[src/rtl/servant_pwr_pkg.sv]
// Shared types for the servant LF power sequencer: FSM states and wake-cause codes.
package servant_pwr_pkg;

    typedef enum logic [1:0] {
        RUN    = 2'd0,
        DRAIN  = 2'd1,
        SLEEP  = 2'd2,
        SETTLE = 2'd3
    } PwrState;

    localparam logic [1:0] WAKE_NONE = 2'b00;
    localparam logic [1:0] WAKE_EVT  = 2'b01;
    localparam logic [1:0] WAKE_TMR  = 2'b10;
    localparam logic [1:0] WAKE_BOTH = 2'b11;

endpackage

[src/rtl/servant_pwr_sync.sv]
// Two-flop synchronizer plus rising-edge detector; BYPASS=1 skips the sync
// stages for inputs that are already synchronous to clk_i.
module servant_pwr_sync #(
    parameter bit BYPASS = 1'b0
) (
    input  logic clk_i,
    input  logic rst_i,
    input  logic d_i,
    output logic level_o,
    output logic rise_o
);

    logic prev_q;

    generate
        if (BYPASS) begin : g_bypass
            assign level_o = d_i;
        end else begin : g_sync
            logic meta_q;
            logic sync_q;

            always_ff @(posedge clk_i) begin
                if (rst_i) begin
                    meta_q <= 1'b0;
                    sync_q <= 1'b0;
                end else begin
                    meta_q <= d_i;
                    sync_q <= meta_q;
                end
            end

            assign level_o = sync_q;
        end
    endgenerate

    always_ff @(posedge clk_i) begin
        if (rst_i) begin
            prev_q <= 1'b0;
        end else begin
            prev_q <= level_o;
        end
    end

    assign rise_o = level_o & ~prev_q;

endmodule

[src/rtl/servant_power_ctrl.sv]
// LF-domain sequencer gating the HF oscillator and holding the core across sleep/wake.
// Optional sleep statistics counter enabled by `SERVANT_PWR_STATS_EN.
module servant_power_ctrl
    import servant_pwr_pkg::*;
#(
    parameter int SETTLE_CYCLES = 2,
    parameter int DRAIN_CYCLES  = 1,
    parameter int TIMER_W       = 16,
    parameter int STAT_W        = 16
) (
    input  logic               i_clk,
    input  logic               i_rst,
    input  logic               i_sleep_req,
    input  logic               i_wake_evt,
    input  logic [TIMER_W-1:0] i_wake_period,
    output logic               o_hfosc_en,
    output logic               o_core_hold,
    output logic               o_asleep,
    output logic               o_wake_stb,
    output logic [1:0]         o_wake_src
`ifdef SERVANT_PWR_STATS_EN
    ,
    output logic [STAT_W-1:0]  o_sleep_count
`endif
);

    localparam int MAX_CYC = (SETTLE_CYCLES > DRAIN_CYCLES) ? SETTLE_CYCLES : DRAIN_CYCLES;
    localparam int CNT_W   = (MAX_CYC > 1) ? $clog2(MAX_CYC) : 1;
    localparam logic [CNT_W-1:0] DRAIN_LAST  = CNT_W'(DRAIN_CYCLES - 1);
    localparam logic [CNT_W-1:0] SETTLE_LAST = CNT_W'(SETTLE_CYCLES - 1);

    if (SETTLE_CYCLES < 1 || DRAIN_CYCLES < 1 || TIMER_W < 1 || STAT_W < 1) begin : g_bad_cfg
        $error("servant_power_ctrl: invalid parameter set");
    end

    PwrState            state_q, state_d;
    logic [CNT_W-1:0]   cnt_q, cnt_d;
    logic [TIMER_W-1:0] timer_q, timer_d;
    logic [TIMER_W-1:0] period_q, period_d;
    logic               fromSleep_q, fromSleep_d;
    logic               hfoscEn_q, hfoscEn_d;
    logic               coreHold_q, coreHold_d;
    logic               asleep_q, asleep_d;
    logic               wakeStb_q, wakeStb_d;
    logic [1:0]         wakeSrc_q, wakeSrc_d;

    logic wakeLevel, wakeRise;
    logic unusedSleepLevel, sleepRise;
    logic timerExpired;

    servant_pwr_sync #(.BYPASS(1'b0)) u_wakeSync (
        .clk_i   (i_clk),
        .rst_i   (i_rst),
        .d_i     (i_wake_evt),
        .level_o (wakeLevel),
        .rise_o  (wakeRise)
    );

    servant_pwr_sync #(.BYPASS(1'b1)) u_sleepEdge (
        .clk_i   (i_clk),
        .rst_i   (i_rst),
        .d_i     (i_sleep_req),
        .level_o (unusedSleepLevel),
        .rise_o  (sleepRise)
    );

    assign timerExpired = (period_q != '0) && (timer_q == (period_q - TIMER_W'(1)));

    // Reset lands in SETTLE so the core only runs once the HF clock has had time to start.
    always_ff @(posedge i_clk) begin
        if (i_rst) begin
            state_q     <= SETTLE;
            cnt_q       <= '0;
            timer_q     <= '0;
            period_q    <= '0;
            fromSleep_q <= 1'b0;
            hfoscEn_q   <= 1'b1;
            coreHold_q  <= 1'b1;
            asleep_q    <= 1'b0;
            wakeStb_q   <= 1'b0;
            wakeSrc_q   <= WAKE_NONE;
        end else begin
            state_q     <= state_d;
            cnt_q       <= cnt_d;
            timer_q     <= timer_d;
            period_q    <= period_d;
            fromSleep_q <= fromSleep_d;
            hfoscEn_q   <= hfoscEn_d;
            coreHold_q  <= coreHold_d;
            asleep_q    <= asleep_d;
            wakeStb_q   <= wakeStb_d;
            wakeSrc_q   <= wakeSrc_d;
        end
    end

    always_comb begin
        state_d     = state_q;
        cnt_d       = cnt_q;
        timer_d     = timer_q;
        period_d    = period_q;
        fromSleep_d = fromSleep_q;
        wakeSrc_d   = wakeSrc_q;
        wakeStb_d   = 1'b0;

        case (state_q)
            RUN: begin
                if (sleepRise && !wakeRise) begin
                    state_d = DRAIN;
                    cnt_d   = '0;
                end
            end
            DRAIN: begin
                if (wakeRise) begin
                    state_d     = SETTLE;
                    cnt_d       = '0;
                    wakeSrc_d   = WAKE_EVT;
                    fromSleep_d = 1'b0;
                end else if (cnt_q == DRAIN_LAST) begin
                    state_d  = SLEEP;
                    period_d = i_wake_period;
                    timer_d  = '0;
                end else begin
                    cnt_d = cnt_q + CNT_W'(1);
                end
            end
            SLEEP: begin
                // A held-high synced event wakes too, so a level asserted before sleep is not lost.
                if (wakeLevel || timerExpired) begin
                    state_d     = SETTLE;
                    cnt_d       = '0;
                    wakeSrc_d   = {timerExpired, wakeLevel};
                    fromSleep_d = 1'b1;
                end else begin
                    timer_d = timer_q + TIMER_W'(1);
                end
            end
            SETTLE: begin
                if (cnt_q == SETTLE_LAST) begin
                    state_d     = RUN;
                    wakeStb_d   = fromSleep_q;
                    fromSleep_d = 1'b0;
                end else begin
                    cnt_d = cnt_q + CNT_W'(1);
                end
            end
            default: begin
                state_d = SETTLE;
                cnt_d   = '0;
            end
        endcase

        hfoscEn_d  = (state_d != SLEEP);
        coreHold_d = (state_d != RUN);
        asleep_d   = (state_d == SLEEP);
    end

    assign o_hfosc_en  = hfoscEn_q;
    assign o_core_hold = coreHold_q;
    assign o_asleep    = asleep_q;
    assign o_wake_stb  = wakeStb_q;
    assign o_wake_src  = wakeSrc_q;

`ifdef SERVANT_PWR_STATS_EN
    // Counts completed sleeps only; a DRAIN abort never reaches SLEEP so it is excluded.
    logic [STAT_W-1:0] sleepCount_q;
    logic              sleepDone;

    assign sleepDone = (state_q == SLEEP) && (state_d == SETTLE);

    always_ff @(posedge i_clk) begin
        if (i_rst) begin
            sleepCount_q <= '0;
        end else if (sleepDone && !(&sleepCount_q)) begin
            sleepCount_q <= sleepCount_q + STAT_W'(1);
        end
    end

    assign o_sleep_count = sleepCount_q;
`endif

endmodule

[config.mk]
export PLATFORM = sky130hd
export DESIGN_NAME = servant_power_ctrl
export DESIGN_NICKNAME = d
export VERILOG_FILES = /design/src/rtl/servant_pwr_pkg.sv /design/src/rtl/servant_pwr_sync.sv /design/src/rtl/servant_power_ctrl.sv
export SDC_FILE = /design/constraint.sdc
export NUM_CORES = 1
export LEC_CHECK = 0
export ABC_AREA = 0
export ABC_CLOCK_PERIOD_IN_PS = 3300
export CAP_MARGIN = 0
export CORE_UTILIZATION = 40
export DETAILED_ROUTE_END_ITERATION = 12
export HOLD_SLACK_MARGIN = 0.02
export PLACE_DENSITY_LB_ADDON = 0.05
export RECOVER_POWER = 100
export SLEW_MARGIN = 10
export SYNTH_ARGS = -nofsm -noshare
export SYNTH_HDL_FRONTEND = slang
export SYNTH_SLANG_ARGS = --single-unit
[constraint.sdc]
create_clock -name i_clk -period 3.3 [get_ports i_clk]
set_input_delay 0.825 -clock i_clk [delete_from_list [all_inputs] [get_ports i_clk]]
set_output_delay 0.825 -clock i_clk [all_outputs]
set_load 0.01 [all_outputs]
==> metrics.md <==
| Metric | Value |
|---|---|
| Most frequent cells in the layout | `nand2_1 (60), dfxtp_1 (46), a21oi_1 (30)` |
| FF+latch area | `921 sq um` |
| CP endpoint kind | `flip-flop` |
| Met2 Use GR | `27.0%` |
| Clk slew on worst S/H paths | `about 0.090 ns` |
| Leakage | `slightly above 1 nW` |
| Final nets | `between 300 and 400` |
| HPWL after DPL | `between 4000 and 5000 um` |
| Ports | `26` |
| Vias in the first global route | `between 1500 and 2000` |
| Synth Warn # | `0` |
| GRT Max-Usage Layer | `met1` |
| Post-route antenna net violation count | `0` |
| CTS H-tree depth | `2` |
| Final wirelength | `approximately 5700 um` |
| Final setup viols | `0` |
| Startpoint types | `flip-flop` |
| Fin area | `between 2000 and 3000 sq um` |
| Drt first pass iters | `4` |
| Slew Viols, Final | `0` |
| Synth Register Bits | `46` |
| Final hold viol count | `0` |
| CTS tree | `built` |
| Seq/Total Area, Yosys | `between 30% and 40%` |
| Vias | `2181` |
| Multi-input gate area | `roughly 1500 sq um` |
| Post-place instance area | `2780 sq um` |
| Root buffer cell | `clkbuf_8` |
| Period utilization | `~93%` |
| Worst hold endpoint | `o_wake_stb` |
| Routability congestion estimate | `approximately 0.8` |
| Initial antenna violation count | `0` |
| R2r endpoint | `timer_q[0]` |
| Die X | `80.9 um` |
| Unrepaired setup endpoints after global routing | `no` |
| Hold_sp | `fromSleep_q` |
| Post-synth EDFFs | `0` |
| Worst reg2reg path depth | `9` |
| Worst Setup SP | `period_q[2]` |
| Synth unique cells | `55` |
| Fraction of layout cells with a size suffix above 1 | `approximately 7.4%` |
| Pre-CTS WS | `about 0.12 ns` |
| Worst Path Max Fanout | `8` |
| Post-Syn Area | `~2500 sq um` |
| R2R Path Start | `period_q[2]` |
| Die Area | `about 6600 sq um` |
| Clock sinks | `46` |
| Cells after Synth | `316` |
| Initial core utilization | `a little over two fifths` |
| Row count | `28` |
| Maximum resistive drop on vdd | `247 uV` |
| Placed instance count | `403` |
| Core Region | `around 6000 sq um` |
| Worst-Margin Slew | `1.41 ns` |
| Global Route Usage Sum | `19.1%` |
| DR vias/cell | `around 5.3` |
| Fmax | `325 MHz` |
| Post-synthesis async set-or-reset flop share | `0%` |
| Setup total negative slack | `0 ns` |
| Crit path time final | `3.08 ns` |
| Final instance count without filler cells | `a little over 400` |
| Critical path type | `reg2reg` |
| Post-Syn Nets | `between 300 and 400` |
| Setup ws final | `around 0.22 ns` |
| WL/cell | `between 10 and 15 um` |
| Max Root-Sink Buffers | `2` |
| DR iter-0 viols | `118` |
| DRC violations left | `0` |
| Worst-case clock skew | `roughly 0.0064 ns` |
| Arr. time, crit path | `approximately 3.2 ns` |
| Total gr overflow | `0` |
| Hold WC Path Type | `reg2reg` |
| Pin count of the biggest net entering global routing | `32` |
| Worst Path Required | `between 3 and 4 ns` |
| Clk_lat worst skew | `between 0.3 and 0.4 ns` |
| Commonest non-fill, non-tap cell in the layout | `nand2_1` |
| Slew headroom | `about 6%` |
| First-pass GRT wire length | `~9500 um` |
| GR Layer Usage met1 | `about 28%` |
| Met3 Track Usage GR | `approximately 4.5%` |
| Max Cap Violations | `0` |
| Die H | `a little over 80 um` |
| Clock buffer count from CTS | `5` |
| Avg Inst Size Synth | `about 7.9 sq um` |
| Hold Path Cell Cnt | `2` |
| R2R Setup Slk | `roughly 0.22 ns` |
| # diodes | `0` |
| Port buffer count | `25` |
| Filler cell count | `between 600 and 700` |
| Layout area overhead | `15.6%` |
| Outcome | `completed` |
| PwrDens | `508 nW/um^2` |
| Main synth FF type | `dfxtp_1` |
==> cell usage after synthesis (6+ instances only) <==
cell / instances / area share (%)
nand2_1: 60 / 9.0
dfxtp_1: 46 / 37
a21oi_1: 29 / 5.8
nor2_1: 15 / 2.3
xnor2_1: 14 / 4.9
or3_1: 12 / 3.0
clkbuf_1: 11 / 1.7
nand3_1: 10 / 2.0
inv_1: 9 / 1.4
nor3_1: 8 / 1.6
o21ai_0: 8 / 1.6
xor2_1: 8 / 2.8
and3_1: 6 / 1.5
nor2b_1: 6 / 1.5
o21ai_1: 6 / 1.2
==> worst max path at each step <==
stage | slack, ns | endpoint | cells past startpoint
6_report | 0.22 | timer_q[0] | 9
5_1_grt | 0.04 | timer_q[10] | 11
4_1_cts | 0.09 | timer_q[10] | 11
3_5_place_dp | 0.12 | timer_q[14] | 11
3_3_place_gp | 0.20 | timer_q[10] | 11
2_1_floorplan | 0.42 | timer_q[1] | 13
==> state kept, by name, summed over array words and instances (netlist names), 2 cells and up <==
signal and count:
o_wake_src 2, state_q 2, period_q 16, timer_q 16
==> cell type report <==
cell class	instances	area share, %
clock buffer	5	2.39
multi-input combinational	244	50.7
timing repair buffer	31	9.77
sequential	46	32.0
clock inverter	3	0.738
tap	75	3.26
inverter	9	1.17
==> worst max-delay path, stage by stage (launching register included) <==
cell      delay, ns
dfxtp_1        0.39
nor3_1         0.58
nand2_1        0.31
or4_1          0.56
a21oi_1        0.26
o32ai_4        0.17
o21ai_4        0.27
clkbuf_2       0.20
or2_2          0.13
a21oi_2        0.04
==> per-layer routing <==
layer  share of wire, %  wire, um  vias to the layer above
met3                4.4       249                        4
met4                1.0        59                        0
met1                 53      3000                      978
li1                   -         -                     1157
met2                 42      2360                       42
met5                  0         0                        -
==> where the power goes <==
group          switching, W  leakage (nW)  total, W  internal [W]
logic              0.000253         0.616  0.000455      0.000202
clock network      0.000199        0.0441  0.000348      0.000149
registers         0.0000612         0.374  0.000660      0.000599
==> metrics by stage <==
stage	hold slack (ns)	total power (W)	util, %
2_1_floorplan	0.414	0.00101	-
3_3_place_gp	0.430	0.00112	46.7
3_5_place_dp	0.430	0.00112	46.7
4_1_cts	0.444	0.00147	48.2
5_1_grt	0.471	0.00156	48.4
6_report	0.440	0.00146	48.4
==> what timing repair did <==
action | in CTS | in global routing
gates resized for setup | 0 | 2
hold endpoints to repair | 0 | 0
hold buffers | 0 | 0
setup endpoints to repair | 0 | 9
setup buffers | 0 | 2
==> kinds of logic (layout without fill, tap and decap cells) <==
group	after synthesis	count (layout)	synth area share, %
adder cells (fa/ha/maj)	2	2	1.00
AO/OA/AOI/OAI	69	69	18.0
multiplexers	2	2	0.803
XOR/XNOR	22	22	7.73
buffers and inverters	26	48	4.87
flip-flops	46	46	36.9
AND/OR/NAND/NOR	149	149	30.7
Power figures use the tool's default switching activity.
